===== src/rtl/spi_pkg.sv =====
// Shared types and defaults for the SPI transfer arbiter.
package spi_pkg;

  // Transfer sequencer states, fixed encodings.
  typedef enum logic [2:0] {
    IDLE    = 3'd0,
    ADDR    = 3'd1,
    DATA_WR = 3'd2,
    GAP     = 3'd3,
    DATA_RD = 3'd4,
    DONE    = 3'd5
  } xfer_state_e;

  localparam int DEF_GAP_CYCLES     = 20;
  localparam int DEF_TIMEOUT_CYCLES = 4095;

  // Gap counter width: enough to hold the gap length, never narrower than 5 bits.
  function automatic int gap_cnt_width(input int gap_cycles);
    int w;
    w = $clog2(gap_cycles + 1);
    return (w < 5) ? 5 : w;
  endfunction

endpackage


===== src/rtl/rr_arbiter.sv =====
// Combinational round-robin search: first requester at or after ptr, modulo N_REQ.
module rr_arbiter #(
  parameter int N_REQ = 2
) (
  input  logic [N_REQ-1:0] req_i,
  input  logic [1:0]       ptr_i,
  output logic [N_REQ-1:0] gnt_o,
  output logic [1:0]       idx_o,
  output logic             any_o
);

  // Walk candidates in rotated order; the first valid one wins.
  always_comb begin
    gnt_o = '0;
    idx_o = '0;
    any_o = 1'b0;
    for (int k = 0; k < N_REQ; k++) begin
      for (int i = 0; i < N_REQ; i++) begin
        if (!any_o && req_i[i] && (i == ((int'(ptr_i) + k) % N_REQ))) begin
          gnt_o[i] = 1'b1;
          idx_o    = 2'(i);
          any_o    = 1'b1;
        end
      end
    end
  end

endmodule


===== src/rtl/spi_xfer_arbiter.sv =====
// Shares one SPI byte engine between N_REQ requesters. Each grant runs an
// address byte followed by either a write byte or a gap plus read byte.
//
// state   | meaning
// IDLE    | no owner, arbitrate among valid requests
// ADDR    | shifting the address byte
// DATA_WR | shifting the write-data byte
// GAP     | CE held, SCK stopped, waiting GAP_CYCLES before the read
// DATA_RD | receiving the read byte
// DONE    | CE low, completion pulse to the owner
module spi_xfer_arbiter
  import spi_pkg::*;
#(
  parameter int N_REQ          = 2,
  parameter int GAP_CYCLES     = DEF_GAP_CYCLES,
  parameter int TIMEOUT_CYCLES = DEF_TIMEOUT_CYCLES
) (
  input  logic               clk,
  input  logic               reset,
  input  logic [N_REQ-1:0]   req_valid,
  output logic [N_REQ-1:0]   req_ready,
  input  logic [N_REQ-1:0]   req_we,
  input  logic [8*N_REQ-1:0] req_addr,
  input  logic [8*N_REQ-1:0] req_wdata,
  output logic [N_REQ-1:0]   rsp_valid,
  output logic               rsp_err,
  output logic [7:0]         rsp_rdata,
  output logic               eng_write,
  output logic               eng_read,
  output logic               eng_begin_sck,
  output logic [7:0]         eng_byte,
  input  logic               eng_write_done,
  input  logic               eng_read_done,
  input  logic [7:0]         eng_rdata,
  output logic               ce,
  output logic               busy,
  output logic [1:0]         grant_id
);

  localparam int GAP_W = gap_cnt_width(GAP_CYCLES);
  localparam int WD_W  = $clog2(TIMEOUT_CYCLES + 1);

  xfer_state_e state_q, state_d;
  logic [GAP_W-1:0] gap_q, gap_d;
  logic [WD_W-1:0]  wdog_q, wdog_d;
  logic [1:0]       rr_ptr_q;
  logic [1:0]       grant_id_q;
  logic             we_q;
  logic [7:0]       addr_q, wdata_q;
  logic [N_REQ-1:0] rsp_valid_q;
  logic             rsp_err_q;
  logic [7:0]       rsp_rdata_q;

  logic [N_REQ-1:0] arb_gnt;
  logic [1:0]       arb_idx;
  logic             arb_any;
  logic             grant_fire;
  logic             abort;
  logic             gap_hit, wd_hit;
  logic             sel_we;
  logic [7:0]       sel_addr, sel_wdata;
  logic [N_REQ-1:0] owner_oh;

  rr_arbiter #(.N_REQ(N_REQ)) u_rr_arbiter (
    .req_i (req_valid),
    .ptr_i (rr_ptr_q),
    .gnt_o (arb_gnt),
    .idx_o (arb_idx),
    .any_o (arb_any)
  );

  // Ready is a same-cycle acknowledge so the request is latched in the cycle it is granted.
  assign grant_fire = (state_q == IDLE) && arb_any && !reset;
  assign req_ready  = grant_fire ? arb_gnt : '0;

  assign gap_hit = (gap_q == GAP_W'(GAP_CYCLES - 1));
  assign wd_hit  = (wdog_q == WD_W'(TIMEOUT_CYCLES - 1));

  // Select the granted requester's fields and the owner's one-hot response lane.
  always_comb begin
    sel_we    = 1'b0;
    sel_addr  = '0;
    sel_wdata = '0;
    owner_oh  = '0;
    for (int i = 0; i < N_REQ; i++) begin
      if (arb_idx == 2'(i)) begin
        sel_we    = req_we[i];
        sel_addr  = req_addr[8*i +: 8];
        sel_wdata = req_wdata[8*i +: 8];
      end
      owner_oh[i] = (grant_id_q == 2'(i));
    end
  end

  // Next-state and engine/CE decode from the current state.
  always_comb begin
    state_d       = state_q;
    abort         = 1'b0;
    ce            = 1'b0;
    eng_write     = 1'b0;
    eng_read      = 1'b0;
    eng_begin_sck = 1'b0;
    eng_byte      = '0;
    case (state_q)
      IDLE: begin
        if (arb_any) state_d = ADDR;
      end
      ADDR: begin
        ce            = 1'b1;
        eng_write     = 1'b1;
        eng_begin_sck = 1'b1;
        eng_byte      = addr_q;
        if (eng_write_done) begin
          state_d = we_q ? DATA_WR : GAP;
        end else if (wd_hit) begin
          state_d = DONE;
          abort   = 1'b1;
        end
      end
      DATA_WR: begin
        ce            = 1'b1;
        eng_write     = 1'b1;
        eng_begin_sck = 1'b1;
        eng_byte      = wdata_q;
        if (eng_write_done) begin
          state_d = DONE;
        end else if (wd_hit) begin
          state_d = DONE;
          abort   = 1'b1;
        end
      end
      GAP: begin
        ce = 1'b1;
        if (gap_hit) state_d = DATA_RD;
      end
      DATA_RD: begin
        ce            = 1'b1;
        eng_read      = 1'b1;
        eng_begin_sck = 1'b1;
        if (eng_read_done) begin
          state_d = DONE;
        end else if (wd_hit) begin
          state_d = DONE;
          abort   = 1'b1;
        end
      end
      DONE: begin
        state_d = IDLE;
      end
      default: begin
        state_d = IDLE;
      end
    endcase
    // Drop CE and the engine controls in the very first reset cycle, not one later.
    if (reset) begin
      ce            = 1'b0;
      eng_write     = 1'b0;
      eng_read      = 1'b0;
      eng_begin_sck = 1'b0;
      eng_byte      = '0;
    end
  end

  // Counters restart on every state entry; the watchdog only runs in engine phases.
  always_comb begin
    gap_d  = ((state_q == GAP) && (state_d == GAP)) ? gap_q + 1'b1 : '0;
    wdog_d = ((state_d == state_q) &&
              ((state_q == ADDR) || (state_q == DATA_WR) || (state_q == DATA_RD)))
             ? wdog_q + 1'b1 : '0;
  end

  // State, counters, request latch and registered response.
  always_ff @(posedge clk) begin
    if (reset) begin
      state_q     <= IDLE;
      gap_q       <= '0;
      wdog_q      <= '0;
      rr_ptr_q    <= '0;
      grant_id_q  <= '0;
      we_q        <= 1'b0;
      addr_q      <= '0;
      wdata_q     <= '0;
      rsp_valid_q <= '0;
      rsp_err_q   <= 1'b0;
      rsp_rdata_q <= '0;
    end else begin
      state_q <= state_d;
      gap_q   <= gap_d;
      wdog_q  <= wdog_d;
      if (grant_fire) begin
        we_q       <= sel_we;
        addr_q     <= sel_addr;
        wdata_q    <= sel_wdata;
        grant_id_q <= arb_idx;
        rr_ptr_q   <= (arb_idx == 2'(N_REQ - 1)) ? 2'd0 : arb_idx + 2'd1;
      end
      rsp_valid_q <= ((state_d == DONE) && (state_q != DONE)) ? owner_oh : '0;
      rsp_err_q   <= abort;
      rsp_rdata_q <= ((state_q == DATA_RD) && eng_read_done) ? eng_rdata : '0;
    end
  end

  assign rsp_valid = rsp_valid_q;
  assign rsp_err   = rsp_err_q;
  assign rsp_rdata = rsp_rdata_q;
  assign busy      = (state_q != IDLE);
  assign grant_id  = grant_id_q;

endmodule


===== config.mk =====
export PLATFORM = sky130hd
export DESIGN_NAME = spi_xfer_arbiter
export DESIGN_NICKNAME = d
export VERILOG_FILES = /design/src/rtl/spi_pkg.sv /design/src/rtl/rr_arbiter.sv /design/src/rtl/spi_xfer_arbiter.sv
export SDC_FILE = /design/constraint.sdc
export NUM_CORES = 1
export LEC_CHECK = 0
export CAP_MARGIN = 40
export CORE_MARGIN = 8
export CORE_UTILIZATION = 30
export CTS_BUF_LIST = sky130_fd_sc_hd__clkbuf_8
export CTS_CLUSTER_SIZE = 30
export DETAILED_ROUTE_END_ITERATION = 10
export SYNTH_ARGS = -nofsm -noshare
export SYNTH_HDL_FRONTEND = slang
export SYNTH_SLANG_ARGS = --single-unit

===== constraint.sdc =====
create_clock -name clk -period 1.9 [get_ports clk]
set_input_delay 0.285 -clock clk [delete_from_list [all_inputs] [get_ports clk]]
set_output_delay 0.285 -clock clk [all_outputs]
set_load 0.01 [all_outputs]

==> results.txt, run 1 <==
The most used flip-flop cell after synthesis is sky130_fd_sc_hd__dfxtp_1. The CTS tree is built. The share of the synthesized area in the top cell type is 41.6%.

The part of the total power dissipated in combinational logic is 31.8%. The number of nets produced by synthesis came out at 327. The area of the core is 7770 µm².

The top cell types in the final layout, fill and taps aside, are sky130_fd_sc_hd__clkdlybuf4s50_1, sky130_fd_sc_hd__buf_4, sky130_fd_sc_hd__nor2_1. The horizontal die dimension came out at 106 µm. STA classifies the critical path startpoint as a flop. The number of nets still failing antenna checks after routing came out at 0.

Of the cells placed in the final design, the portion with a size suffix greater than 1 is 27.8%. For this run, design rule violations remaining after detail routing come to 0. Hold repair after CTS inserted 0 buffers.

The flow ran to the end, but the final reports show violations. The number of max-capacitance violations reported came out at 0. The number of warnings printed during yosys synthesis came out at 0.

The worst reg2reg path depth is 7. The critical path is of the reg2reg type. Counting every instance in the synthesized netlist gives 276. Summed over all nets, the half-perimeter wirelength after detailed placement is 5.47 mm. The count of pins over their slew limit came out at 0. In the post-synthesis netlist, the biggest area contributors are sky130_fd_sc_hd__dfxtp_1, sky130_fd_sc_hd__nor2_1, sky130_fd_sc_hd__mux2i_1.

The global router's overall resource usage came out at 12.7%. The buffer type at the clock tree root is sky130_fd_sc_hd__clkbuf_8. The largest clock skew in the final design is 8.14 ps. The number of distinct library cells after synthesis came out at 47.

For this design the total switching power over the nets is 0.822 mW. Excluding fillers, the count of instances in the completed layout stands at 494. The proportion of synthesized chip area in sequential cells came out at 41.6%.

The floorplan step defined a die boundary enclosing 11100 µm². The H-tree generated during clock tree synthesis spans 2 levels. The synthesis-stage register bit count came out at 50. For this block, the routed nets add up to 7.47 mm of wire. The clock sink count came out at 50. The kind of capture point of the worst setup path is a flop. At the placement stage, the worst setup path has a slack of -298 ps.

From synthesis to final layout, the design area changed by 59.1%. The time the final worst path needs with I/O delays and setup is 1930 ps. The worst supply voltage drop on vdd came out at 0.301 mV. sky130_fd_sc_hd__dfxtp_1 takes more of the synthesized area than any other cell. A synthesized cell averages 8.72 µm².

The floorplan die height came out at 106 µm. The number of global-route vias before repair came out at 2388. The flop-to-flop setup slack came out at -30 ps.

The number of design-rule violations left by the first detailed-router iteration came out at 88. The number of buffers added on ports came out at 74. After detailed routing, the average wire length per cell comes to 15.1 µm. The endpoint of the worst register-to-register path is wdog_q[4]. Counting instances, the worst hold path has a depth of 1. The leading cell type in the layout, fill and taps excluded is sky130_fd_sc_hd__clkdlybuf4s50_1. The vias after detailed routing is 2395. The placed instance count is 480. The starting utilization of the core area is 31.0%. Cells fill 49.3% of the core in the end. The source-to-sink clock delay at the later pin of the worst-skew pair came out at 290 ps. The number of antenna violations at the first check in global routing is 0.

The first-pass GRT wire length came out at 11.8 mm. The maximum net fanout on the critical path came out at 6. The average via count per standard cell came out at 4.85.

The number of clock buffers inserted by TritonCTS is 5. The total internal power is 1.95 mW. Tracing the worst setup path back leads to its startpoint at state_q[2]. The global-route congestion overflow total came out at 0. The clock input transition at the sequential cells of the worst setup and hold paths is 90 ps. The final critical path takes up 102% of the cycle. The maximum clock frequency came out at 0.518 GHz. The detailed-router iteration count before antenna repair is 4. The largest net degree at the start of global routing is 27. The mapped cell area came out at 2410 µm². The global placer's final weighted congestion came out at 0.812.

The clock network is responsible for 25.7% of the overall power. The number of fill cells in the layout came out at 759. The power density over cell area is 724 nW/µm². In this run, synthesis inferred 0 flip-flops with an integrated enable. Setup violations remaining at the end of the flow were counted as 7. In the post-route analysis, the smallest setup slack over all paths is -31.3 ps. The total count of hold-check failures in the final report was 0. The design draws 2.77 mW. The checks that failed: setup timing. Setup repair after global routing could not meet its margin everywhere.

The leakage power figure came out at 1.56 nW. In this run the worst hold path is classified as reg2reg. The async set-reset flop share out of synthesis came out at 0%. The data required time at the worst endpoint is 2090 ps. In the final design database the tool counted 442 nets. 76 I/O pins were placed. The repair_antennas step left the layout with diodes totalling 0. The cell row count came out at 32. The share of total power dissipated in sequential elements is 42.6%. The longest clock path from root to sink contains 2 buffers.

In this run the worst setup path terminates at wdog_q[4]. The startpoint identified for the worst register-to-register timing path is state_q[2]. The data arrival time of the worst path came out at 2120 ps. Net switching is 29.6% of the power.
cells in the mapped netlist, types with 4 or more instances:
| cell type | number |
|---|---|
| sky130_fd_sc_hd__dfxtp_1 | 50 |
| sky130_fd_sc_hd__mux2i_1 | 17 |
| sky130_fd_sc_hd__xor2_1 | 9 |
| sky130_fd_sc_hd__a22oi_1 | 8 |
| sky130_fd_sc_hd__a211oi_1 | 19 |
| sky130_fd_sc_hd__xnor2_1 | 4 |
| sky130_fd_sc_hd__a21oi_1 | 6 |
| sky130_fd_sc_hd__inv_1 | 6 |
| sky130_fd_sc_hd__nand3_1 | 11 |
| sky130_fd_sc_hd__nand2_1 | 10 |
| sky130_fd_sc_hd__nor2_1 | 48 |
| sky130_fd_sc_hd__clkbuf_1 | 5 |
| sky130_fd_sc_hd__buf_4 | 4 |
| sky130_fd_sc_hd__o21ai_0 | 5 |
| sky130_fd_sc_hd__and3_1 | 9 |
| sky130_fd_sc_hd__nor3_1 | 19 |
registers in the layout, summed over array words and instances (netlist names):
register   cells
wdog_q        12
rsp_err        1
wdata_q        8
we_q           1
rsp_rdata      8
state_q        3
addr_q         8
rr_ptr_q       1
rsp_valid      2
gap_q          5
grant_id       1
worst max-delay path, cell delays in order, from the launching register on:
cell and delay [ps]:
sky130_fd_sc_hd__dfxtp_2 330, sky130_fd_sc_hd__buf_6 110, sky130_fd_sc_hd__buf_4 120, sky130_fd_sc_hd__or4b_4 560, sky130_fd_sc_hd__buf_4 170, sky130_fd_sc_hd__o221ai_2 240, sky130_fd_sc_hd__buf_4 230, sky130_fd_sc_hd__nor3_2 60
repair_timing:
action,in CTS,in global routing
pin swaps,7,4
resized for setup,38,46
setup endpoints to repair,28,26
cloned,1,2
setup buffers,1,2
cell families (layout without fill, tap and decap cells):
| kind of cell | after synthesis | in the layout | synth area share [%] |
|---|---|---|---|
| AOI/OAI and AO/OA | 51 | 51 | 15.7 |
| xor gates and xnor gates | 13 | 13 | 4.73 |
| adders and majority gates | 3 | 3 | 1.56 |
| buffers and inverters | 25 | 140 | 5.67 |
| DFF | 50 | 50 | 41.6 |
| muxes | 17 | 17 | 7.07 |
| other | 1 | 1 | 0.156 |
| and+or+nand+nor | 116 | 117 | 23.5 |
metal layers:
| metal | global-route usage [%] | up-vias | part of all wire [%] |
|---|---|---|---|
| met5 | 0 | - | 0 |
| met4 | 3.72 | 0 | 1.6 |
| met3 | 2.98 | 8 | 5.0 |
| met2 | 20.1 | 54 | 46 |
| met1 | 16.7 | 1120 | 47 |
| li1 | - | 1213 | - |
cell type report:
type                            count  area [µm²]  share of cell area [%]
Timing Repair Buffer              126        1120                    29.4
Multi-Input combinational cell    202        1430                    37.5
Inverter                            6        22.5                   0.588
Clock buffer                        8         110                    2.88
Tap cell                          102         128                    3.33
Sequential cell                    50        1010                    26.4
worst min path at each step:
stage	start	endpoint
after CTS	gap_q[0]	gap_q[0]
after detailed placement	gap_q[0]	gap_q[0]
final	gap_q[0]	gap_q[0]
after global placement	gap_q[0]	gap_q[0]
after floorplan	gap_q[0]	gap_q[0]
after global routing	gap_q[0]	gap_q[0]
power groups by stage:
stage / Sequential [mW] / Combinational [mW] / Clock [mW]
2_1_floorplan: 1.19 / 0.422 / 0
3_3_place_gp: 1.20 / 0.773 / 0
3_5_place_dp: 1.20 / 0.781 / 0
4_1_cts: 1.18 / 0.844 / 0.733
5_1_grt: 1.19 / 0.962 / 0.782
6_report: 1.18 / 0.881 / 0.712
metrics by stage:
stage,cell area (µm²),hold slack (ps),TNS (ps)
after floorplan,2410,418,0
after global placement,3530,428,-5840
after detailed placement,3530,439,-6690
after CTS,3730,455,-181
after global routing,3830,481,-893
final,3830,449,-160
(Power assumes the default switching activity.)
==> run 2: changes to the inputs <==
--- a/config.mk
+++ b/config.mk
@@ -5,10 +5,11 @@
 export SDC_FILE = /design/constraint.sdc
 export NUM_CORES = 1
 export LEC_CHECK = 0
-export CAP_MARGIN = 40
+export CAP_MARGIN = 30
 export CORE_MARGIN = 8
 export CORE_UTILIZATION = 30
 export CTS_BUF_LIST = sky130_fd_sc_hd__clkbuf_8
+export CTS_CLUSTER_DIAMETER = 120
 export CTS_CLUSTER_SIZE = 30
 export DETAILED_ROUTE_END_ITERATION = 10
 export SYNTH_ARGS = -nofsm -noshare
==> results of run 2 <==
The final DEF is identical to that of run 1; final timing and power are the same.
==> run 3: changes to the inputs <==
--- a/config.mk
+++ b/config.mk
@@ -12,6 +12,7 @@
 export CTS_CLUSTER_DIAMETER = 120
 export CTS_CLUSTER_SIZE = 30
 export DETAILED_ROUTE_END_ITERATION = 10
+export SLEW_MARGIN = 20
 export SYNTH_ARGS = -nofsm -noshare
 export SYNTH_HDL_FRONTEND = slang
 export SYNTH_SLANG_ARGS = --single-unit
==> results of run 3 <==
The final DEF is identical to that of run 1; final timing and power are the same.
